File: src/rtl/mult_sequencer.sv
// Control sequencer for a shift-and-add multiplier datapath: IDLE/LOAD/STEP/DONE.
// Optional zero-multiplier early exit is built when MULT_SEQ_SKIP_ZERO_EN is defined.
module mult_sequencer #(
    parameter int WIDTH = 16
) (
    input  logic                         clk,
    input  logic                         reset,
    input  logic                         start_valid,
    output logic                         start_ready,
    input  logic                         mult_lsb,
    input  logic                         mult_zero,
    input  logic                         count_check,
    output logic                         load_words,
    output logic                         add_shift,
    output logic                         shift,
    output logic                         ready,
    input  logic                         result_ack,
    output logic                         busy,
    output logic [$clog2(WIDTH+1)-1:0]   steps,
    output logic                         err
);

    localparam int SW = $clog2(WIDTH + 1);
    localparam logic [SW-1:0] LAST_STEP = SW'(WIDTH);

    typedef enum logic [1:0] {
        IDLE,
        LOAD,
        STEP,
        DONE
    } state_t;

    state_t        state;
    state_t        state_next;
    logic          add_next;
    logic          shift_next;
    logic          err_next;
    logic          mism;
    logic          mism_next;
    logic [SW-1:0] steps_next;
    logic          final_step;
    logic          skip;

`ifdef MULT_SEQ_SKIP_ZERO_EN
    assign skip = mult_zero;
`else
    logic unused_mult_zero;
    assign unused_mult_zero = mult_zero;
    assign skip = 1'b0;
`endif

    assign final_step = (steps == LAST_STEP);

    // Strobes are registered, so mult_lsb/mult_zero are sampled at the edge that
    // opens the strobe cycle they select; count_check is sampled at its closing edge.
    always_comb begin
        state_next = state;
        add_next   = 1'b0;
        shift_next = 1'b0;
        steps_next = steps;
        err_next   = err;
        mism_next  = mism;
        case (state)
            IDLE: begin
                if (start_valid) begin
                    state_next = LOAD;
                    steps_next = '0;
                    err_next   = 1'b0;
                    mism_next  = 1'b0;
                end
            end
            LOAD: begin
                if (skip) begin
                    state_next = DONE;
                end else begin
                    state_next = STEP;
                    add_next   = mult_lsb;
                    shift_next = ~mult_lsb;
                    steps_next = SW'(1);
                end
            end
            STEP: begin
                mism_next = mism | (final_step ? ~count_check : count_check);
                if (final_step) begin
                    state_next = DONE;
                    err_next   = mism_next;
                end else if (skip) begin
                    // early exit leaves err clear: counter checks do not apply
                    state_next = DONE;
                end else begin
                    state_next = STEP;
                    add_next   = mult_lsb;
                    shift_next = ~mult_lsb;
                    steps_next = steps + SW'(1);
                end
            end
            DONE: begin
                if (result_ack) begin
                    state_next = IDLE;
                end
            end
            default: state_next = IDLE;
        endcase
    end

    always_ff @(posedge clk or posedge reset) begin
        if (reset) begin
            state     <= IDLE;
            add_shift <= 1'b0;
            shift     <= 1'b0;
            steps     <= '0;
            err       <= 1'b0;
            mism      <= 1'b0;
        end else begin
            state     <= state_next;
            add_shift <= add_next;
            shift     <= shift_next;
            steps     <= steps_next;
            err       <= err_next;
            mism      <= mism_next;
        end
    end

    assign start_ready = (state == IDLE);
    assign load_words  = (state == LOAD);
    assign ready       = (state == DONE);
    assign busy        = (state != IDLE);

endmodule

File: config.mk
export PLATFORM = sky130hd
export DESIGN_NAME = mult_sequencer
export DESIGN_NICKNAME = d
export VERILOG_FILES = /design/src/rtl/mult_sequencer.sv
export SDC_FILE = /design/constraint.sdc
export NUM_CORES = 1
export LEC_CHECK = 0
export ABC_AREA = 1
export CORE_UTILIZATION = 40
export DETAILED_ROUTE_END_ITERATION = 10
export DONT_BUFFER_PORTS = 1
export GPL_ROUTABILITY_DRIVEN = 0
export HOLD_SLACK_MARGIN = 0.12
export SLEW_MARGIN = 20
export SYNTH_ARGS = -nofsm -noshare
export SYNTH_HDL_FRONTEND = slang
export SYNTH_SLANG_ARGS = --single-unit
export TNS_END_PERCENT = 1
File: constraint.sdc
create_clock -name clk -period 1.62 [get_ports clk]
set_input_delay 0.243 -clock clk [delete_from_list [all_inputs] [get_ports clk]]
set_output_delay 0.243 -clock clk [all_outputs]
set_load 0.01 [all_outputs]
# --- Word level (Yosys, flattened, before mapping) ---
# Cells that the tools add are included.
word_totals:
  register_bits: 11
  word_cells: 42
  input_bits: 7
  output_inout_bits: 12
op_classes:
  bitwise: 3
  reduce_logical: 8
  muxes: 16
  n_addsub: 1
  eq_ne: 8
ops:
  columns: ["op", "count"]
  rows:
  - ["$pmux 5 s3", 1]
  - ["$mux 5", 2]
  - ["$pmux 1 s2", 4]
  - ["$pmux 2 s4", 1]
  - ["$mux 1", 6]
  - ["$ne 2x2->1 const B", 3]
  - ["$reduce_and 3->1", 2]
  - ["$add 5x1->5 const B", 1]
  - ["$eq 5x5->1 const B", 1]
  - ["$eq 2x2->1 const B", 2]
  - ["$mux 2", 2]
  - ["$reduce_and 2->1", 2]
  - ["$reduce_bool 2->1", 2]
  - ["$reduce_bool 3->1", 1]
  - ["$eq 2x1->1 const B", 1]
  - ["$logic_not 2->1", 1]
  - ["$ne 2x1->1 const B", 1]
  - ["$not 1->1", 2]
  - ["$or 1x1->1", 1]

# --- Longest topological paths before layout ---
# Gate-level depths: netlist of the first run.
depth:
  word_depth: 5
  ltp_mapped: 9
  depth_no_buf: 9

# --- Least setup slack after synthesis of the first run ---
# OpenSTA, ideal clock, no wires.
synth_timing:
  path_kind: "register to register"
  start: "register state[0]"
  end: "register steps[3]"
  synth_period_minus_slack_ps: 1383
  slack_ps: 237
  path_buffers: 0
  stages_incl_launch_ff: 10
  required_time_ps: 1503
  t_arrival_ps: 1266
  setup_ps: 117
  path_cell_list: "dfrtp_1 -> inv_1 -> ha_1 -> nand2_2 -> o21ai_2 -> nand2_2 -> nand2_4 -> inv_2 -> nand2_1 -> nand2_1"
synth_via:
  elab_chain_cells: 3
  elab_cells_between_ends: 8
  cone_classes: "eq/ne (4); mux (1); reduce/logical (3)"
synth_lines:
  columns: ["item", "line_no", "text"]
  rows:
  - ["from (decl)", "33", "state_t state;"]
  - ["from (signal assigned)", "115", "state <= state_next;"]
  - ["$logic_not 2->1 (*)", null, null]
  - ["net start_ready", "9", "output logic start_ready,"]
  - ["$ne 2x2->1 (no line) / $reduce_bool 3->1 (equally long branches)", null, null]
  - ["$reduce_and 3->1 (no line)", null, null]
  - ["to (signal assigned)", "118", "steps <= steps_next;"]
  - ["to (decl)", "19", "output logic [$clog2(WIDTH+1)-1:0] steps,"]
# The timed path passes the listed nets; every way through them passes the cells marked *.
# A chain may end at the register's enable or synchronous reset.

# --- Final worst setup path of the first run ---
layout_timing:
  start: "register state[0]"
  end: "output busy"
layout_via:
  elab_chain_cells: 1
layout_lines:
  columns: ["item", "line_no", "text"]
  rows:
  - ["$reduce_bool 2->1", "127", "assign busy = (state != IDLE);"]
  - ["to (decl)", "18", "output logic busy,"]
# No other way between the ends.

==> flow_summary.ini, run 1 <==
[worst_setup_path]
rr_endpoint = steps[4]
cp.required_ns = 1.38
path_max_fanout = 4
crit_path_start_kind = flip-flop
crit_slowest_cell = dfrtp_1
cp_data_arrival_time_ns = 1.25
crit_chain = inv_1 > ha_1 > buf_4 > inv_1
ff2ff_setup_slack_ns = 0.14
reg2reg_from = state[0]
cpMostUsedCell = inv_1
reg2reg_depth = 9
end_kind = output port
critPathMaxStageDelay_ns = 0.39
crit_type = flip-flop to output port

[power_and_ir_drop]
power.leakage_nw = 0.437
p_per_area_nw_per_um2 = 1590
irDropWorstVdd_mv = 0.926

[sta]
skew_ns = 0.000318
setup_viol = 0
setup_tns_ns = 0
worstMarginPinSlew_ns = 0.430
rsz0062_at_grt = no
finalMaxSlewViolations = 0
max_slew_margin = 0.713
fin_crit_sh = 0.923
finalHoldViolations = 0
max_freq_ghz = 0.669
post-route-min-period_ns = 1.50

[floorplanning]
num_rows = 15
start_util = 0.428
die_area_um2 = 2040
core-area_um2 = 1750
num_io_pins = 19
die_h_um = 45.2
die_x_um = 45.2

[routing]
drt_drc_violations_left = 0
totalWireLength_mm = 1.39
avgRoutedWirePerCell_um = 10.9
drt-pass1-iter-count = 4
vias = 598
routed_via_density = 4.67
ant_nets = 0
drtIter0Drc = 19

[cells_and_area]
final_cell_area_um2 = 825
final_nets = 118
area_growth_pct = 10.4
final_common_cell = nand2_1
antenna_cells = 0
drive_above_1_share = 0.136
final_cell_mix = nand2_1 (26), inv_1 (17), dfrtp_1 (11)
fillers = 185

[logic_synthesis]
synthAdderAreaFrac = 0.117
synth_top_family_by_area = simple AND/OR/NAND/NOR gates
synth_cell_types = 22
synth-simple-area-share = 0.286
synth_area_per_cell_um2 = 7.78
synth_area_leader_cell = dfrtp_1
syn_nets = 110
synth_seq_cells = 11
synth_top_area_frac = 0.369
syn-instance-count = 96
synthTopCellsByArea = dfrtp_1 (37%), nand2_1 (13%), ha_1 (12%), inv_1 (8.5%), nand3_1 (4.7%)
synth_compound_area_frac = 0.107
yosys_warnings = 0
yosys-mux-area-fraction = 0
synth_xor_area_frac = 0
synth-seq-area-share = 0.369
syn_area_um2 = 747

[cts]
clk_latency_ns = 0.26
htreeDepth = 1
cts_made_buffers = 3
root_buffer = clkbuf_4
post_cts_resized = 0
cts.sinks = 11
path_clk_slew_ns = 0.07
cts_tree = built
cts_buffer_depth = 2

[worst_hold_path]
min_path_cells = 4
worstHoldStart = count_check
worstHoldPathType = input port to flip-flop
min_to = mism

[global_routing]
grt_pass1_vias = 526
grt_usage = 0.156
grt_pass1_wl_mm = 2.18
met3_usage = 0.0400
grtUsageMet2 = 0.241
grt_overflow_total = 0
use_met1 = 0.190
antenna_found_initial = 0
grt_max_degree = 12
grt.busiest_layer = met2

[flow_run]
maxCapViolCount = 0

[placed_design]
dp_hpwl_mm = 1.07
placed_area_um2 = 771
io_buffers = 0

[run_status]
status = finished, final reports clean
[timing repair]
| action | CTS | global route |
|---|---|---|
| setup buffers | 0 | 1 |
| setup endpoints to repair | 0 | 4 |
| endpoints found under the hold margin | 13 | 0 |
| hold buffers | 2 | 0 |
[state kept, by name, summed over array words and instances (netlist names)]
name / flops
add_shift: 1
err: 1
mism: 1
state: 2
steps: 5
shift: 1
[kinds of logic (layout without fill, tap and decap cells)]
family	after synthesis	count (layout)
fa+ha+maj	7	7
flops	11	11
compound gates	13	13
buf+inv	20	27
simple gates	45	45
[synthesized netlist by cell type]
master     instances
a22oi_1            1
nand2_2            2
nand3_2            1
inv_2              1
o2111ai_1          1
buf_6              2
o21ai_1            1
nand3_1            7
a21oi_1            1
ha_1               7
nand2_4            1
nand4_1            3
inv_1             17
o21ai_2            1
nor2_1             3
nand2_1           26
dfrtp_1           11
o21a_1             1
o21ai_0            6
or2_2              1
nor2_4             1
a21boi_0           1
[metal layers]
metal  up-vias  wire length (µm)  part of all wire
met5         -                 0                 0
met4         0                13            0.0093
met3         2                60             0.043
met2        11               630              0.45
met1       267               686              0.49
li1        318                 -                 -
[worst max-delay path: cells and delay by family, from the launching register on]
| kind | cells | cell delay [ns] |
|---|---|---|
| buf+inv | 3 | 0.36 |
| fa+ha+maj | 1 | 0.24 |
| flops | 1 | 0.39 |
[through the flow]
step | std cells | worst slack [ns] | total power (W) | utilization | hold WS (ns)
3_3_place_gp | 121 | 0.123 | 0.00110 | 0.442 | 0.163
5_1_grt | 128 | 0.0157 | 0.00145 | 0.472 | 0.234
3_5_place_dp | 121 | 0.101 | 0.00112 | 0.442 | 0.155
4_1_cts | 127 | 0.0900 | 0.00131 | 0.468 | 0.226
6_report | 128 | 0.124 | 0.00131 | 0.472 | 0.227
2_1_floorplan | 96 | 0.237 | 0.000972 | - | 0.0954
[worst max path at each step]
| stage | to | slack [ns] | start | cells past startpoint |
|---|---|---|---|---|
| global route | steps[4] | 0.02 | state[0] | 9 |
| detailed placement | steps[4] | 0.10 | state[0] | 9 |
| CTS | steps[4] | 0.09 | state[0] | 9 |
| global placement | steps[4] | 0.12 | state[0] | 9 |
| floorplan | steps[3] | 0.24 | state[0] | 9 |
| finish | busy | 0.12 | state[0] | 4 |
[where the power goes]
group          total, W  internal [W]  switching, W
Clock          0.000185     0.0000952     0.0000900
Combinational  0.000695      0.000250      0.000445
Sequential     0.000433      0.000351     0.0000823
Total           0.00131      0.000696      0.000617
[area by class of cell]
class | instances | area, µm² | area share
multi-input combinational | 65 | 382 | 0.463
sequential | 11 | 275 | 0.334
inverter | 18 | 67.6 | 0.0819
timing repair buffer | 5 | 42.5 | 0.0516
tap | 25 | 31.3 | 0.0379
clock buffer | 4 | 26.3 | 0.0319
No activity file was read; power rests on OpenSTA's default activity.
==> run 2, diff against run 1 <==
- SKIP_LAST_GASP: not set -> 1
==> results of run 2 <==
The final DEF is identical to that of run 1; final timing and power are the same.
==> RTL change, RTL diff (flow settings as in run 2) <==
Change the parameter `WIDTH` from 16 to 32.
--- a/src/rtl/mult_sequencer.sv
+++ b/src/rtl/mult_sequencer.sv
@@ -2,5 +2,5 @@
 // Optional zero-multiplier early exit is built when MULT_SEQ_SKIP_ZERO_EN is defined.
 module mult_sequencer #(
-    parameter int WIDTH = 16
+    parameter int WIDTH = 32
 ) (
     input  logic                         clk,
Ports: changed (resized steps); port bits go from 19 to 20. The function was not compared with the original's and may differ.
==> RTL change against run 2 <==
Combinational power increased by 18%. Area after synthesis increased by 7.4%. Via count increased by 10%. Critical path depth unchanged. Clock power increased by 26%. Non-clock buffer count unchanged. Worst setup slack improved by 0.020 ns. Total power increased by 16%. Routed wire length increased by 9.6%. Sequential power increased by 7.9%. Design area increased by 9.6%. Maximum frequency increased by 1.3%. Sequential cell count increased by 1. Largest cell class unchanged.
==> RTL change: results (changes against run 2) <==
status=finished, final reports clean (unchanged); path type of the worst min-delay path=in2reg (unchanged); final wirelength=1520 µm (was 1390 µm); Inserted Clock Buffers=3 (unchanged); worst r2r src=steps[0] (was state[0]); Slowest cell on crit path=dfrtp_1 (unchanged); met1 WL=711 µm (was 686 µm); DRT iter0 DRCs=12 (was 19); Post-synth top flop=dfrtp_1 (unchanged); htree depth=1 (unchanged); Root Buffer=clkbuf_4 (unchanged); Synth async-reset ratio=1.00 (unchanged); DR vias/cell=4.93 (was 4.67); Max Buffers Root-to-Sink=2 (unchanged); Ys Warns=0 (unchanged); CP arrival=1.23 ns (was 1.25 ns); vias in the first global route=610 (was 526); register area share after synthesis=0.374 (was 0.369); met3 wire length=76 µm (was 60 µm); antenna violations before repair=0 (unchanged); Max IR drop VDD=0.846 mV (was 0.926 mV); largest net degree at the start of global routing=13 (was 12); Leak=0.450 nW (was 0.437 nW); Hold Path Origin=count_check (unchanged); distinct cell type count after synthesis=22 (unchanged); Filler Cell Count=193 (was 185); top flop regs=steps x6, state x2 (was steps x5, state x2); Synth top cells by count=inv_1 (19), nand2_1 (19), dfrtp_1 (12) (was nand2_1 (26), inv_1 (17), dfrtp_1 (11)); crit path max fanout=4 (unchanged); layout cells sized above 1=0.165 (was 0.136); metal2 WL=723 µm (was 630 µm); Total GRT Usage=0.170 (was 0.156); synth top area cells=dfrtp_1 (37%), ha_1 (11%), inv_1 (8.9%) (was dfrtp_1 (37%), nand2_1 (13%), ha_1 (12%)); Slew HR=0.683 (was 0.713); Top Metal Used=met4 (unchanged); worst skew pair latency=around 0.27 ns; cell family with most CP delay=flip-flops (unchanged); nets@finish=124 (was 118); postcts setup bufs=0 (unchanged); post-detail-place hpwl=1210 µm (was 1070 µm); Worst Clk Skew=0.00308 ns (was 0.000318 ns); n_diodes=0 (unchanged); first-pass GRT wire length=2560 µm (was 2180 µm); 1st-pass router iterations=4 (unchanged); I/O Buffers=0 (unchanged); pre-CTS setup slack=0.150 ns (was 0.101 ns); clk slew on worst S/H paths=0.07 ns (about the same); CP max stage delay=0.40 ns; CP startpoint=state[0] (unchanged)
RTL change: cell count changes after synthesis, sizes merged, moves of 2 or more:
cell | before | now
nand3 | 8 | 6
nand4 | 3 | 5
nand2 | 29 | 22
a21oi | 1 | 6
inv | 18 | 20
nor2 | 4 | 10
RTL change: cell type report:
type / instances / area share
multi-input combinational: 68 / 0.463
sequential: 12 / 0.332
inverter: 20 / 0.0831
timing repair buffer: 5 / 0.0471
clock buffer: 4 / 0.0402
tap: 25 / 0.0346
RTL change: power breakdown:
part	internal (W)	leakage (nW)	switching, W
Sequential	0.000383	0.160	0.0000843
Combinational	0.000296	0.269	0.000525
Clock	0.000137	0.0210	0.0000978
RTL change: through the flow:
stage | hold slack (ns) | cell area, µm² | cells
floorplan | 0.108 | 802 | 101
global placement | 0.174 | 845 | 128
detailed placement | 0.178 | 845 | 128
CTS | 0.222 | 901 | 134
global route | 0.235 | 903 | 134
finish | 0.221 | 903 | 134
RTL change: worst paths after layout:
check	cells past startpoint	slack [ns]	end
max	4	0.14	busy
min	4	0.22	mism
max in group asynchronous	2	0.88	steps[0]
min in group asynchronous	2	0.42	mism
max reg2reg	5	0.17	shift
min reg2reg	2	0.53	mism
RTL change: cells by family (layout without fill, tap and decap cells):
logic type	count (synthesis)	after routing	share of synthesized area
AND/OR/NAND/NOR	46	46	0.303
buffers and inverters	21	29	0.108
AO/OA/AOI/OAI	15	15	0.106
flip-flops	12	12	0.374
adder cells (fa/ha/maj)	7	7	0.109
RTL change: routing by layer:
metal,vias to the layer above,track usage
li1,340,-
met1,304,0.218
met2,14,0.267
met3,2,0.0769
met4,0,0.0343
met5,-,0
RTL change: what timing repair did:
item                       CTS  global route
gates resized for setup      0             1
hold endpoints to repair    14             0
hold buffers                 2             0
setup endpoints to repair    0             2
